## src/rtl/ray_pkg.sv

```systemverilog
`default_nettype none
// ============================================================================
//  Module   : ray_pkg
//  Purpose  : Shared fixed-point types, state encoding and helpers for the
//             ray generator and its downstream hit-test consumers.
//  Revision : 1.0
// ============================================================================
package ray_pkg;

    localparam int D_BITS = 32;
    localparam int Q_BITS = 16;

    typedef logic signed [D_BITS-1:0] fixed_t;
    typedef fixed_t [2:0] vec3_t;

    typedef enum logic [1:0] {
        IDLE = 2'd0,
        EMIT = 2'd1,
        DONE = 2'd2
    } ray_gen_state_t;

    function automatic fixed_t int_to_fixed(input int v);
        return fixed_t'(v) <<< Q_BITS;
    endfunction

endpackage
`default_nettype wire

```

## src/rtl/pixel_scan_counter.sv

```systemverilog
`default_nettype none
// ============================================================================
//  Module   : pixel_scan_counter
//  Purpose  : Raster-order x/y counter with advance, clear and last-pixel flag.
//  Revision : 1.0
// ============================================================================
module pixel_scan_counter #(
    parameter int WIDTH   = 16,
    parameter int HEIGHT  = 16,
    parameter int XY_BITS = 16
) (
    input  logic               clock,
    input  logic               reset,
    input  logic               clear,
    input  logic               advance,
    output logic [XY_BITS-1:0] x,
    output logic [XY_BITS-1:0] y,
    output logic [XY_BITS-1:0] x_next,
    output logic [XY_BITS-1:0] y_next,
    output logic               last
);

    logic [XY_BITS-1:0] x_q;
    logic [XY_BITS-1:0] x_d;
    logic [XY_BITS-1:0] y_q;
    logic [XY_BITS-1:0] y_d;
    logic               w_x_end;
    logic               w_y_end;

    assign w_x_end = (x_q == XY_BITS'(WIDTH - 1));
    assign w_y_end = (y_q == XY_BITS'(HEIGHT - 1));

    always_comb begin
        x_d = x_q;
        y_d = y_q;
        if (clear) begin
            x_d = '0;
            y_d = '0;
        end else if (advance) begin
            if (w_x_end) begin
                x_d = '0;
                y_d = w_y_end ? '0 : y_q + 1'b1;
            end else begin
                x_d = x_q + 1'b1;
            end
        end
    end

    always_ff @(posedge clock) begin
        if (!reset) begin
            x_q <= '0;
            y_q <= '0;
        end else begin
            x_q <= x_d;
            y_q <= y_d;
        end
    end

    assign x      = x_q;
    assign y      = y_q;
    assign x_next = x_d;
    assign y_next = y_d;
    assign last   = w_x_end && w_y_end;

endmodule
`default_nettype wire

```

## src/rtl/ray_gen.sv

```systemverilog
`default_nettype none
// ============================================================================
//  Module   : ray_gen
//  Purpose  : Camera ray generator; scans the pixel grid in raster order and
//             writes one fixed-point (origin, dir) ray per pixel downstream.
//  Revision : 1.0
// ============================================================================
module ray_gen
    import ray_pkg::*;
#(
    parameter int D_BITS  = 32,
    parameter int Q_BITS  = 16,
    parameter int WIDTH   = 16,
    parameter int HEIGHT  = 16,
    parameter int FOCAL   = 16,
    parameter int XY_BITS = 16
) (
    input  logic                   clock,
    input  logic                   reset,
    input  logic                   start,
    input  logic [2:0][D_BITS-1:0] cam_origin,
    output logic [2:0][D_BITS-1:0] origin,
    output logic [2:0][D_BITS-1:0] dir,
    output logic [XY_BITS-1:0]     pix_x,
    output logic [XY_BITS-1:0]     pix_y,
    output logic                   out_wr_en,
    input  logic                   out_full,
    output logic                   busy,
    output logic                   done
);

    localparam int    c_half_w    = WIDTH / 2;
    localparam int    c_half_h    = HEIGHT / 2;
    localparam int    c_max_mag   = (c_half_w > c_half_h) ?
                                    ((c_half_w > FOCAL) ? c_half_w : FOCAL) :
                                    ((c_half_h > FOCAL) ? c_half_h : FOCAL);
    localparam longint c_max_fixed = longint'(c_max_mag) <<< Q_BITS;
    localparam longint c_fixed_lim = 64'sd1 <<< (D_BITS - 1);
    localparam longint c_xy_lim    = 64'sd1 <<< XY_BITS;

    if (c_max_fixed >= c_fixed_lim) begin : g_range_check
        $error("ray_gen: largest direction component overflows D_BITS");
    end

    if ((longint'(WIDTH - 1) >= c_xy_lim) || (longint'(HEIGHT - 1) >= c_xy_lim)) begin : g_xy_check
        $error("ray_gen: XY_BITS too narrow for WIDTH/HEIGHT");
    end

    if ((WIDTH < 2) || (HEIGHT < 2) || (WIDTH % 2 != 0) || (HEIGHT % 2 != 0) || (FOCAL <= 0)) begin : g_geom_check
        $error("ray_gen: WIDTH/HEIGHT must be even and >= 2, FOCAL > 0");
    end

    ray_gen_state_t         state_q;
    ray_gen_state_t         state_d;
    logic [2:0][D_BITS-1:0] origin_q;
    logic [2:0][D_BITS-1:0] origin_d;
    logic [2:0][D_BITS-1:0] dir_q;
    logic [2:0][D_BITS-1:0] dir_d;

    logic                   w_scan_clear;
    logic                   w_scan_adv;
    logic                   w_scan_last;
    logic [XY_BITS-1:0]     w_x_next;
    logic [XY_BITS-1:0]     w_y_next;
    logic [D_BITS-1:0]      w_x_ext;
    logic [D_BITS-1:0]      w_y_ext;
    logic [2:0][D_BITS-1:0] w_dir_next;

    pixel_scan_counter #(
        .WIDTH   (WIDTH),
        .HEIGHT  (HEIGHT),
        .XY_BITS (XY_BITS)
    ) u_scan (
        .clock   (clock),
        .reset   (reset),
        .clear   (w_scan_clear),
        .advance (w_scan_adv),
        .x       (pix_x),
        .y       (pix_y),
        .x_next  (w_x_next),
        .y_next  (w_y_next),
        .last    (w_scan_last)
    );

    // Direction is derived from the counter's next value so it lands on the
    // same edge as the pixel coordinates it belongs to.
    assign w_x_ext       = D_BITS'(w_x_next);
    assign w_y_ext       = D_BITS'(w_y_next);
    assign w_dir_next[0] = (w_x_ext - D_BITS'(c_half_w)) << Q_BITS;
    assign w_dir_next[1] = (D_BITS'(c_half_h) - w_y_ext) << Q_BITS;
    assign w_dir_next[2] = D_BITS'(FOCAL) << Q_BITS;

    always_comb begin
        state_d      = state_q;
        origin_d     = origin_q;
        dir_d        = dir_q;
        w_scan_clear = 1'b0;
        w_scan_adv   = 1'b0;
        busy         = 1'b0;
        done         = 1'b0;
        out_wr_en    = 1'b0;
        case (state_q)
            IDLE: begin
                if (start) begin
                    origin_d     = cam_origin;
                    w_scan_clear = 1'b1;
                    dir_d        = w_dir_next;
                    state_d      = EMIT;
                end
            end
            EMIT: begin
                busy      = 1'b1;
                out_wr_en = !out_full;
                if (!out_full) begin
                    if (w_scan_last) begin
                        w_scan_clear = 1'b1;
                        state_d      = DONE;
                    end else begin
                        w_scan_adv = 1'b1;
                        dir_d      = w_dir_next;
                    end
                end
            end
            DONE: begin
                done    = 1'b1;
                state_d = IDLE;
            end
            default: begin
                state_d = IDLE;
            end
        endcase
    end

    always_ff @(posedge clock) begin
        if (!reset) begin
            state_q  <= IDLE;
            origin_q <= '0;
            dir_q    <= '0;
        end else begin
            state_q  <= state_d;
            origin_q <= origin_d;
            dir_q    <= dir_d;
        end
    end

    assign origin = origin_q;
    assign dir    = dir_q;

endmodule
`default_nettype wire

```

## config.mk

```make
export PLATFORM = sky130hd
export DESIGN_NAME = ray_gen
export DESIGN_NICKNAME = d
export VERILOG_FILES = /design/src/rtl/ray_pkg.sv /design/src/rtl/pixel_scan_counter.sv /design/src/rtl/ray_gen.sv
export SDC_FILE = /design/constraint.sdc
export NUM_CORES = 1
export LEC_CHECK = 0
export ABC_AREA = 1
export ABC_CLOCK_PERIOD_IN_PS = 3000
export BUFFER_PORTS_ARGS = -buffer_cell sky130_fd_sc_hd__buf_2
export CORE_MARGIN = 2
export CORE_UTILIZATION = 45
export CTS_BUF_LIST = sky130_fd_sc_hd__clkbuf_8
export DETAILED_ROUTE_END_ITERATION = 8
export GPL_TIMING_DRIVEN = 0
export PLACE_DENSITY = 0.78
export SLEW_MARGIN = 20
export SYNTH_ARGS = -nofsm -noshare
export SYNTH_HDL_FRONTEND = slang
export SYNTH_HIERARCHICAL = 1
export SYNTH_SLANG_ARGS = --single-unit
```

## constraint.sdc

```tcl
create_clock -name clock -period 3 [get_ports clock]
set_input_delay 0.15 -clock clock [delete_from_list [all_inputs] [get_ports clock]]
set_output_delay 0.15 -clock clock [all_outputs]
set_load 0.02 [all_outputs]
```

Word-level counts from Yosys, hierarchy flattened
Cells that the tools add are included.
- add/subtract/negate cells: 4
- eq/ne operators: 8
- reductions and logical operators: 7
- multiplexer cells: 25
- operators by type and width (kind ; count):
    96-bit 2-to-1 mux ; 3
    96-bit case mux with 2 select lines ; 1
    16-bit 2-to-1 mux ; 7
    16-bit by 1-bit adder with 16-bit output, second input constant ; 2
    16-bit by 4-bit == test with 1-bit output, second input constant ; 2
    16-bit by 4-bit subtractor with 16-bit output, second input constant ; 1
    4-bit by 16-bit subtractor with 16-bit output, first input constant ; 1
    1-bit 2-to-1 mux ; 9
    2-bit 2-to-1 mux ; 3
    2-bit != test, second input constant ; 3
    2-bit case mux with 2 select lines ; 1
    4-bit AND reduction ; 1
    3-bit AND reduction ; 1
    2-bit by 1-bit == test with 1-bit output, second input constant ; 1
    2-bit == test, second input constant ; 1
    2-bit zero test ; 1
    2-bit by 1-bit != test with 1-bit output, second input constant ; 1
    1-bit case mux with 2 select lines ; 1
    2-bit AND reduction ; 1
    2-bit nonzero test ; 1
    1-bit logical AND ; 1
    1-bit zero test ; 1
- word-level logic and storage cells: 53
- bits of input ports: 100
- output and inout port bits: 227
- bits in registers: 226

Longest topological paths before layout
- depth after elaboration: 11
- depth in mapped cells: 25

Cells and area by module
Netlist, hierarchy kept.
- by module, submodules not included (module ; cells an instance ; times used ; area an instance (um^2) ; sequential area each (um^2)):
    ray_gen ; 790 ; 1 ; 5745.5 ; 2622.5
    pixel_scan_counter ; 387 ; 1 ; 2237.1 ; 640.6

Worst setup path before layout
OpenSTA, ideal clock, no wires.
- kind: reg2reg
- from: reg u_scan.x_q[0] (netlist: u_scan/x[0])
- to: reg dir_q (netlist bit dir[56])
- stages on the path, launching flop included: 24
- period minus slack after synthesis: 3.249 ns
- slack: -0.249 ns
- library setup time: 0.115 ns
- arrival time: 3.133 ns
- path through: dfxtp_1 ha_1 inv_1 nor2_1 nand2_1 nor2_1 nand2_1 nor2_1 nand2_2 o21ai_0 clkbuf_1 inv_1 nand2_4 inv_2 nand2_1 nand2_1 inv_1 ha_1 nand2_1 nand2_1 nand3_1 xor2_1 o21ai_0 inv_1
- elaborated cells between the ends (all ways): 18
- RTL lines (item ; line ; source):
    start, declared ; pixel_scan_counter.sv:23 ; logic [XY_BITS-1:0] x_q;
    start signal, assigned ; pixel_scan_counter.sv:51 ; x_q <= '0;
    start signal, assigned ; pixel_scan_counter.sv:54 ; x_q <= x_d;
    16-bit by 4-bit == test with 1-bit output (*) ; pixel_scan_counter.sv:30 ; assign w_x_end = (x_q == XY_BITS'(WIDTH - 1));
    1-bit logical AND (*) ; pixel_scan_counter.sv:63 ; assign last = w_x_end && w_y_end;
    via w_scan_last ; ray_gen.sv:62 ; logic w_scan_last;
    1-bit 2-to-1 mux (*) ; ray_gen.sv:115 ; if (w_scan_last) begin
    1-bit 2-to-1 mux (*) ; ray_gen.sv:114 ; if (!out_full) begin
    1-bit case mux with 2 select lines (*) ; ray_gen.sv:102 ; case (state_q)
    via w_scan_clear ; ray_gen.sv:60 ; logic w_scan_clear;
    16-bit 2-to-1 mux (*) ; pixel_scan_counter.sv:36 ; if (clear) begin
    via w_y_next[1] ; ray_gen.sv:64 ; logic [XY_BITS-1:0] w_y_next;
    4-bit by 16-bit subtractor with 16-bit output (*) ; ray_gen.sv:90 ; assign w_dir_next[1] = (D_BITS'(c_half_h) - w_y_ext) << Q_BITS;
    96-bit 2-to-1 mux ; ray_gen.sv:115 ;
    96-bit 2-to-1 mux ; ray_gen.sv:114 ;
    96-bit case mux with 2 select lines (*) ; ray_gen.sv:102 ;
    end signal, assigned ; ray_gen.sv:142 ; dir_q <= dir_d;
    end, declared ; ray_gen.sv:57 ; logic [2:0][D_BITS-1:0] dir_q;
The timed path passes the listed nets; every way through them passes the cells marked *. The select of a mux whose other input is x is not followed.
A chain may end at the register's enable or synchronous reset.

Worst setup path in the final report
- from: reg u_scan.x_q[0] (netlist: u_scan/x[0])
- to: reg dir_q (netlist bit dir[31])
- cells in the longest elaborated chain, start to end: 11
- elaborated cells between the ends (all ways): 19
- RTL lines (item ; line ; source):
    16-bit by 4-bit == test with 1-bit output (*) ; pixel_scan_counter.sv:30 ;
    1-bit logical AND (*) ; pixel_scan_counter.sv:63 ;
    via w_scan_last ; ray_gen.sv:62 ;
    1-bit 2-to-1 mux (*) ; ray_gen.sv:115 ;
    1-bit 2-to-1 mux (*) ; ray_gen.sv:114 ;
    1-bit 2-to-1 mux (*) ; ray_gen.sv:102 ;
    via w_scan_adv ; ray_gen.sv:61 ; logic w_scan_adv;
    16-bit 2-to-1 mux (*) ; pixel_scan_counter.sv:39 ; end else if (advance) begin
    16-bit 2-to-1 mux (*) ; pixel_scan_counter.sv:36 ;
    via w_x_next[13] ; ray_gen.sv:63 ; logic [XY_BITS-1:0] w_x_next;
    16-bit by 4-bit subtractor with 16-bit output (*) ; ray_gen.sv:89 ; assign w_dir_next[0] = (w_x_ext - D_BITS'(c_half_w)) << Q_BITS;
    96-bit 2-to-1 mux ; ray_gen.sv:115 ;
    96-bit 2-to-1 mux ; ray_gen.sv:114 ;
    96-bit case mux with 2 select lines (*) ; ray_gen.sv:102 ;
Marked as above.

==> results.yml <==
global_routing:
  track_usage_pct: 28.9
  grt_pass1_vias: 8465
  grt_antenna_before_repair: 1
  grt.overflow.total: 0
  grt_pass1_wl_um: 42300
  grt_max_degree: 20
clock_network:
  clk_path_buf_depth: 2
  clock_sinks: 163
  clock_latency_ps: 460
  cts_tree: "done"
  clk_pin_slew_ps: 100
  cts_root_buf: "clkbuf_8"
  cts_made_buffers: 17
  cts_htree_levels: 4
run_status:
  status: "finished clean"
worst_hold_path:
  hold_path.class: "primary input to flop"
synth:
  synth_cell_type_count: 40
  ys_seq_area_share_pct: 40.9
  synth_async_sr_flop_share_pct: 0
  ys_warn_count: 6
  synth_top_area_share_pct: 40.9
  syn_area_per_cell_um2: 6.78
  ys_ff_latch: 163
  synth_edf_count: 0
  netlist_area_um2: 7980
  synth-main-ff-cell: "dfxtp_1"
  synthTopCellsByArea: "dfxtp_1, nor2_1, nand2_1, o21ai_0, buf_4"
  netlist_instances: 1177
  ys_top_cells_by_count: "nor2_1, nand2_1, dfxtp_1, o21ai_0, inv_1"
  yosys.area.top_type: "dfxtp_1"
  synth_most_common_cell: "nor2_1"
power_and_ir_drop:
  power_mw: 5.31
  vdd_drop_max_mv: 0.369
  p_leak_nw: 6.12
  power_density_nw_per_um2: 452
timing:
  tightest_slew_ps: 687
  drv_slew: 0
  setup_tns_ps: 0
  finalClockSkew_ps: 13.9
  layout_min_cycle_time_ps: 2980
  max_freq_mhz: 336
  finalSetupViolCount: 0
  rsz0062_at_grt: "yes"
  slew_headroom_pct: 54.2
  finalCritPeriodShare_pct: 99.3
  final_hold_viol_count: 0
final_layout:
  fill_cells: 1370
  multi_input_area_um2: 4130
  areaGrowthSynthToFinish_pct: 47.0
  fin_nets: 1746
  seq_area_um2: 3280
  drive_above_1_share_pct: 31.3
floorplanning:
  dieArea_um2: 18800
  std_cell_rows: 48
  die_y_um: 137
  num_io_pins: 327
  die_w_um: 137
  start_util_pct: 46.2
  core_um2: 17300
drt:
  vias: 9366
  drc: 0
  via_per_inst: 4.98
  ant_nets: 0
  first_pass_iters: 5
  first_iter_violations: 605
  wire_per_inst_um: 15.5
  wl_um: 29100
setup_path:
  end_kind: "flop"
  path_max_fanout: 5
  cp_data_arrival_time_ps: 3350
  worstSetupPathType: "flop to flop"
  start_kind: "flop"
  cp_data_required_time_ps: 3370
place:
  gp_congestion: 0.901
  port_buffers: 263
  dp_hpwl_um: 19200
run:
  drv_cap: 0
==> through the flow <==
stage	area (um2)	cells	utilization, %	hold slack [ps]	setup WS [ps]
after floorplan	8220	1239	-	229	56.5
after global routing	11700	1881	67.9	73.9	-167
after detailed placement	9820	1727	56.8	393	-696
after CTS	11400	1866	65.7	21.6	1.28
after global placement	9820	1727	56.8	386	-725
final	11700	1881	67.9	99.6	20.8
==> critical path, cell delays in order, from the launching register on <==
cell	delay [ps]
dfxtp_4	370
ha_4	180
inv_4	70
nor2_4	30
nand2_2	70
nor2_2	40
nand2_2	100
nor2_4	80
nor3_4	330
nand2_2	140
nor2_4	180
nand2_4	90
nor3_4	280
buf_4	170
nand2_2	40
nand2_2	80
nand3_4	100
inv_2	80
inv_2	50
nand2_2	50
nor2_2	40
nand2_1	70
nor2_1	50
nand2_1	60
nand3_1	60
nand2_1	60
inv_1	30
==> cell usage in the layout, fill, tap and decap left out, types with 3 or more instances in the layout <==
cell type,count
nand2_4,7
clkbuf_8,17
buf_4,90
nor2_4,11
nand2_1,170
a21oi_1,25
xor2_1,5
nor2_1,276
buf_6,5
nand2_2,13
xnor2_1,5
a21oi_2,5
dfxtp_1,157
nor2_2,22
nor3_4,3
inv_8,3
inv_1,88
o21ai_1,13
nand4_1,8
clkinv_8,3
nand3_1,54
nand3_2,10
nor3_1,17
o21ai_0,112
clkinv_4,4
conb_1,63
buf_2,272
ha_4,3
dfxtp_2,4
dlygate4sd3_1,97
inv_4,3
o21a_1,13
nor3_2,5
inv_2,20
clkbuf_1,28
==> state kept, by name, indices dropped and copies added (netlist names) <==
register / count
u_scan/x: 16
u_scan/y: 16
state_q: 2
dir: 33
origin: 96
==> routing by layer <==
layer  vias up  global-route usage [%]  share of wire, %
met4         2                    14.8               5.4
met2       470                    48.3                47
met1      4241                    32.9                39
met3       127                    9.16               8.5
met5         -                    1.67              0.14
li1       4526                       -                 -
==> where the power goes <==
part | internal (mW) | switching (mW)
combinational | 0.481 | 0.794
sequential | 2.32 | 0.0845
clock | 0.699 | 0.933
total | 3.50 | 1.81
==> repair_timing <==
item                       4_1_cts  5_1_grt
hold buffers                    97        0
buffers inserted                11       14
hold endpoints to repair        97        0
gates cloned                     0        1
pin swaps                        3       35
resized for setup               25       96
setup endpoints to repair       27       25
==> logic make-up after synthesis <==
family                     after synthesis  share of synthesized area (%)
buffers and inverters                  223                           14.4
adders and majority gates                4                          0.627
AOI/OAI and AO/OA                      173                           11.4
DFF                                    163                           40.9
other                                    1                         0.0470
xor gates and xnor gates                11                           1.21
muxes                                    1                          0.125
and+or+nand+nor                        601                           31.3
==> area by class of cell <==
type / instances / area share (%)
multi-input combinational: 853 / 35.2
sequential: 163 / 27.9
timing repair buffer: 386 / 21.2
buffer: 111 / 6.27
inverter: 110 / 3.58
tap: 225 / 2.40
clock buffer: 17 / 1.99
clock inverter: 15 / 1.50
antenna: 1 / 0.0213
==> path summary, 6_finish.rpt <==
check,from,end,slack (ps),cells past startpoint
worst max-delay path,u_scan/x[0],dir[31],20,26
worst min-delay path,reset,u_scan/y[6],100,3
worst max register to register,u_scan/x[0],dir[31],20,26
worst min register to register,dir[49],dir[49],470,2
Note: power is estimated with default switching activity, not from simulation.
